File: src/rtl/regfile_wb_arbiter.sv
// Writeback arbiter: N_REQ one-entry holding buffers sharing the register-file write port.
// Define WB_FIXED_PRIO_EN for fixed priority (lowest full index wins) instead of round-robin.

module regfile_wb_slot #(
  parameter int ADDR_W = 5,
  parameter int DATA_W = 32
) (
  input  logic              CLK,
  input  logic              RST_N,
  input  logic              accept,
  input  logic              issue,
  input  logic [ADDR_W-1:0] rw_in,
  input  logic [DATA_W-1:0] data_in,
  output logic              full,
  output logic [ADDR_W-1:0] addr,
  output logic [DATA_W-1:0] data
);
  // Writes to r0 are consumed without filling; an issue and a refill on the same edge keep it full.
  always_ff @(posedge CLK or negedge RST_N) begin
    if (!RST_N) begin
      full <= 1'b0;
      addr <= '0;
      data <= '0;
    end else if (accept && (rw_in != '0)) begin
      full <= 1'b1;
      addr <= rw_in;
      data <= data_in;
    end else if (issue) begin
      full <= 1'b0;
    end
  end
endmodule

module regfile_wb_arbiter #(
  parameter int N_REQ  = 3,
  parameter int ADDR_W = 5,
  parameter int DATA_W = 32,
  parameter int IDX_W  = 2
) (
  input  logic                    CLK,
  input  logic                    RST_N,
  input  logic [N_REQ-1:0]        req_valid,
  output logic [N_REQ-1:0]        req_ready,
  input  logic [N_REQ*ADDR_W-1:0] req_rw,
  input  logic [N_REQ*DATA_W-1:0] req_data,
  output logic                    rf_reg_write,
  output logic [ADDR_W-1:0]       rf_rw,
  output logic [DATA_W-1:0]       rf_busW,
  output logic [IDX_W-1:0]        grant_id,
  output logic                    busy
);
  logic [N_REQ-1:0]             full;
  logic [N_REQ-1:0]             gnt;
  logic [N_REQ-1:0][ADDR_W-1:0] slot_addr;
  logic [N_REQ-1:0][DATA_W-1:0] slot_data;
  logic [IDX_W-1:0]             gnt_idx;
  logic [ADDR_W-1:0]            sel_addr;
  logic [DATA_W-1:0]            sel_data;
  logic                         found;

  for (genvar g = 0; g < N_REQ; g++) begin : g_slot
    assign req_ready[g] = ~full[g] | gnt[g];

    regfile_wb_slot #(.ADDR_W(ADDR_W), .DATA_W(DATA_W)) u_slot (
      .CLK     (CLK),
      .RST_N   (RST_N),
      .accept  (req_valid[g] & req_ready[g]),
      .issue   (gnt[g]),
      .rw_in   (req_rw[g*ADDR_W +: ADDR_W]),
      .data_in (req_data[g*DATA_W +: DATA_W]),
      .full    (full[g]),
      .addr    (slot_addr[g]),
      .data    (slot_data[g])
    );
  end

  assign busy = |full;

`ifdef WB_FIXED_PRIO_EN
  always_comb begin
    gnt      = '0;
    gnt_idx  = '0;
    sel_addr = '0;
    sel_data = '0;
    found    = 1'b0;
    for (int i = 0; i < N_REQ; i++) begin
      if (!found && full[i]) begin
        gnt[i]   = 1'b1;
        gnt_idx  = IDX_W'(i);
        sel_addr = slot_addr[i];
        sel_data = slot_data[i];
        found    = 1'b1;
      end
    end
  end
`else
  logic [IDX_W-1:0] last;
  int               cand;

  // Search starts one past the last winner and wraps, so every full slot waits at most N_REQ-1 issues.
  always_comb begin
    gnt      = '0;
    gnt_idx  = '0;
    sel_addr = '0;
    sel_data = '0;
    found    = 1'b0;
    cand     = 0;
    for (int off = 1; off <= N_REQ; off++) begin
      cand = int'(last) + off;
      if (cand >= N_REQ) cand = cand - N_REQ;
      for (int i = 0; i < N_REQ; i++) begin
        if (!found && full[i] && (cand == i)) begin
          gnt[i]   = 1'b1;
          gnt_idx  = IDX_W'(i);
          sel_addr = slot_addr[i];
          sel_data = slot_data[i];
          found    = 1'b1;
        end
      end
    end
  end

  always_ff @(posedge CLK or negedge RST_N) begin
    if (!RST_N)     last <= IDX_W'(N_REQ - 1);
    else if (found) last <= gnt_idx;
  end
`endif

  // Address/data/id hold across idle cycles; only the enable drops.
  always_ff @(posedge CLK or negedge RST_N) begin
    if (!RST_N) begin
      rf_reg_write <= 1'b0;
      rf_rw        <= '0;
      rf_busW      <= '0;
      grant_id     <= '0;
    end else if (found) begin
      rf_reg_write <= 1'b1;
      rf_rw        <= sel_addr;
      rf_busW      <= sel_data;
      grant_id     <= gnt_idx;
    end else begin
      rf_reg_write <= 1'b0;
    end
  end
endmodule

File: config.mk
export PLATFORM = sky130hd
export DESIGN_NAME = regfile_wb_arbiter
export DESIGN_NICKNAME = d
export VERILOG_FILES = /design/src/rtl/regfile_wb_arbiter.sv
export SDC_FILE = /design/constraint.sdc
export NUM_CORES = 1
export LEC_CHECK = 0
export ABC_AREA = 1
export BUFFER_PORTS_ARGS = -buffer_cell sky130_fd_sc_hd__buf_2
export CORE_ASPECT_RATIO = 1.4
export CORE_MARGIN = 2
export CORE_UTILIZATION = 57
export DETAILED_ROUTE_END_ITERATION = 7
export PLACE_DENSITY = 0.81
export SYNTH_ARGS = -nofsm -noshare
export SYNTH_HDL_FRONTEND = slang
export SYNTH_SLANG_ARGS = --single-unit
File: constraint.sdc
create_clock -name CLK -period 3.1 [get_ports CLK]
set_input_delay 0.62 -clock CLK [delete_from_list [all_inputs] [get_ports CLK]]
set_output_delay 0.62 -clock CLK [all_outputs]
set_load 0.005 [all_outputs]
==> key figures <==
Timing
  • Final Hold Fails: 0
  • Period utilization: 96.6%
  • RSZ-0062 raised after global routing: false
  • F_max: 0.334 GHz
  • Worst slew pin tran: 0.850 ns
  • Final setup TNS: 0 ns
  • Setup Skew: 0.00885 ns
  • Final setup viols: 0
  • Slew Limit Fails: 0
  • Worst Setup Slack, final: 0.104 ns
  • Worst slew margin: 43.3%
  • Post-route minimum period: 3.00 ns

Die
  • Die area: 0.0169 sq mm
  • Core Rows: 54
  • Core footprint: 0.0155 sq mm
  • Die Span X: 110 um
  • Chip height: 153 um
  • Initial Util: 58.2%
  • Number of placed I/O pins: 160

Setup path
  • Worst setup EP type: output pin
  • Crit-path slowest cell: dfstp_2
  • CP startpoint: last[1]
  • Critical path class: flip-flop to output pin
  • Worst R2R Path Depth: 12
  • Crit path top cell by count: nand3_4
  • Critical path startpoint category: flip-flop
  • Critical path cell sequence: inv_2, ha_2, inv_1, nand2_2, nand3_4, nor2_4, nand3_4, a21oi_4, nand3_4, nand2_4, buf_2
  • CP required: 2.48 ns
  • FF-to-FF Start: last[1]
  • CP max stage delay: 0.55 ns
  • WP data arrival: 2.38 ns
  • CP max FO: 6

Final layout
  • Ant diodes: 0
  • Post-route design area: 0.0106 sq mm
  • Register area: 0.00388 sq mm
  • Multi-input gate area: 0.00433 sq mm
  • Post-layout nets: 1554
  • Final core occ: 68.2%
  • Filler cells: 1360
  • Share of cells above drive strength 1: 17.2%
  • Area growth, synth to finish: 17.2%

Pwr
  • Leak: 0.00557 uW
  • Cell Pwr Density: 1220 mW/mm^2
  • Worst IR drop on VDD: 1.05 mV
  • Overall power: 13000 uW

Global route
  • Vias in the first global route: 9217
  • GR Overflow Total: 0
  • Total GRT Usage: 34.2%
  • Initial antenna violation count: 0
  • Largest net degree at the start of global routing: 77
  • Global-route wire length before repair: 46.4 mm

Run status
  • Status: complete, no violations

Clocking
  • Hold_buf cts: 0
  • Worst-Skew Late Latency: 0.44 ns
  • H-tree levels: 4
  • Sink Count: 155
  • Num CTS Buffers: 17
  • Buffers from clock root to sink, at most: 2
  • CTS tree: built
  • Clock root cell: clkbuf_16
  • Worst-path clk slew: 0.06 ns

Route
  • DR iter-0 viols: 828
  • Total number of vias: 9662
  • DRC: 0
  • Pre-antenna DRT Iters: 5
  • Post-route ant nets: 0
  • WL final: 28.9 mm
  • Routed WL per cell: 17.6 um
  • DR vias/cell: 5.88

Synthesis
  • Share of the synthesized area in the top cell type: 42.6%
  • Most common flop cell mapped by yosys: dfrtp_1
  • Post-synthesis sequential area ratio: 42.9%
  • Synth area leaders: dfrtp_1 43%, nand2_1 15%, nand4_1 10%
  • Top-count cell post-synth: nand2_1
  • Library cells used by synthesis: 25
  • Compound-cell area share of the yosys netlist: 4.56%
  • Number of synthesized flops with an enable pin: 0
  • Synth Net Count: 1439
  • Most common library cells after synthesis: 350 x nand2_1, 230 x nor2_1, 154 x dfrtp_1
  • Main combinational cell family by area after synthesis: simple AND/OR/NAND/NOR gates
  • Synth warn: 0
  • Area leader, netlist: dfrtp_1
  • Syn_area_per_cell: 6.86 sq um
  • Synth Area in Adders: 0.553%
  • Asr flop ratio synth: 100%
  • Mapped Area: 0.00904 sq mm
  • Post-synthesis xor/xnor area fraction: 0%
  • Post-synthesis simple-gate area fraction: 42.0%
  • Post-synthesis mux area share: 0%
  • Number of synthesized register bits: 155
  • Syn Inst Count: 1319

Job
  • Max-cap check violation count: 0

Placed design
  • Final GP Congestion: 0.895
  • Pre-CTS WS: 0.343 ns
  • Post-DP Area: 0.00993 sq mm
  • # port buffers: 159
  • Post-DP HPWL: 17.8 mm

Hold path
  • Hold Path Class: primary input to asynchronous set/reset pin
[power breakdown]
group          switching, uW  internal (uW)  leakage [uW]
Clock                    853           1250      0.000274
Sequential               884           3060       0.00192
Combinational           4750           2180       0.00338
Total                   6480           6490       0.00557
[through the flow]
stage,cells,hold WS [ns]
3_3_place_gp,1605,0.477
2_1_floorplan,1319,0.324
4_1_cts,1639,0.193
5_1_grt,1643,0.221
3_5_place_dp,1605,0.482
6_report,1643,0.164
[area by class of cell]
type	count	share of cell area, %
clock buffers	22	4.47
clock inverters	10	1.10
inverters	123	4.36
multi-input cells	943	40.9
flip-flops and latches	155	36.6
well taps	196	2.31
repair buffers	194	10.3
[flip-flops by register name, indices dropped and copies added, names as in the netlist]
register,flops
g_slot.u_slot.data,96
rf_busW,32
g_slot.u_slot.addr,15
rf_rw,5
g_slot.u_slot.full,3
last,2
grant_id,1
rf_reg_write,1
[placed cells by master (no fill, tap or decap), types with 4 or more instances in the layout]
master / instances
inv_2: 4
nand4_1: 149
nand2_1: 346
nor2_1: 228
nand3_1: 118
buf_2: 158
o21ai_1: 16
clkinvlp_4: 5
buf_4: 33
nand2_2: 4
inv_1: 119
o21ai_0: 59
dfrtp_1: 153
clkbuf_16: 17
nand3_2: 4
[repair_timing]
item / in CTS / in global routing
pin swaps: 1 / 4
gates resized for setup: 4 / 5
endpoints found under the setup margin: 2 / 3
cloned: 0 / 0
buffers inserted: 2 / 4
[cell families (layout without fill, tap and decap cells)]
group	Yosys count	in the layout
AOI/OAI and AO/OA	79	79
adders and majority gates	4	4
buffers and inverters	221	349
DFF	155	155
and+or+nand+nor	860	860
[worst max-delay path: cells and delay by family, from the launching register on]
family          cells  cell delay, ns
simple gates        6            0.67
flops               1            0.55
fa+ha+maj           1            0.32
buf+inv             3            0.23
compound gates      1            0.17
[path summary, 6_finish.rpt]
check / slack, ns / end
setup / recovery: 0.10 / req_ready[2]
hold / removal: 0.16 / rf_busW[28]
setup reg to reg: 0.35 / g_slot[0].u_slot.data[29]
hold reg to reg: 0.50 / g_slot[2].u_slot.data[3]
max in group asynchronous: 2.16 / g_slot[1].u_slot.data[8]
min in group CLK: 0.41 / g_slot[0].u_slot.data[11]
[per-layer routing]
metal	global-route usage, %	share of wire, %	routed length [um]
met5	0	0	0
met4	18.7	4.8	1380
met3	7.49	9.3	2680
met2	56.3	49	14100
met1	41.9	37	10700
No activity file was read; power rests on OpenSTA's default activity.
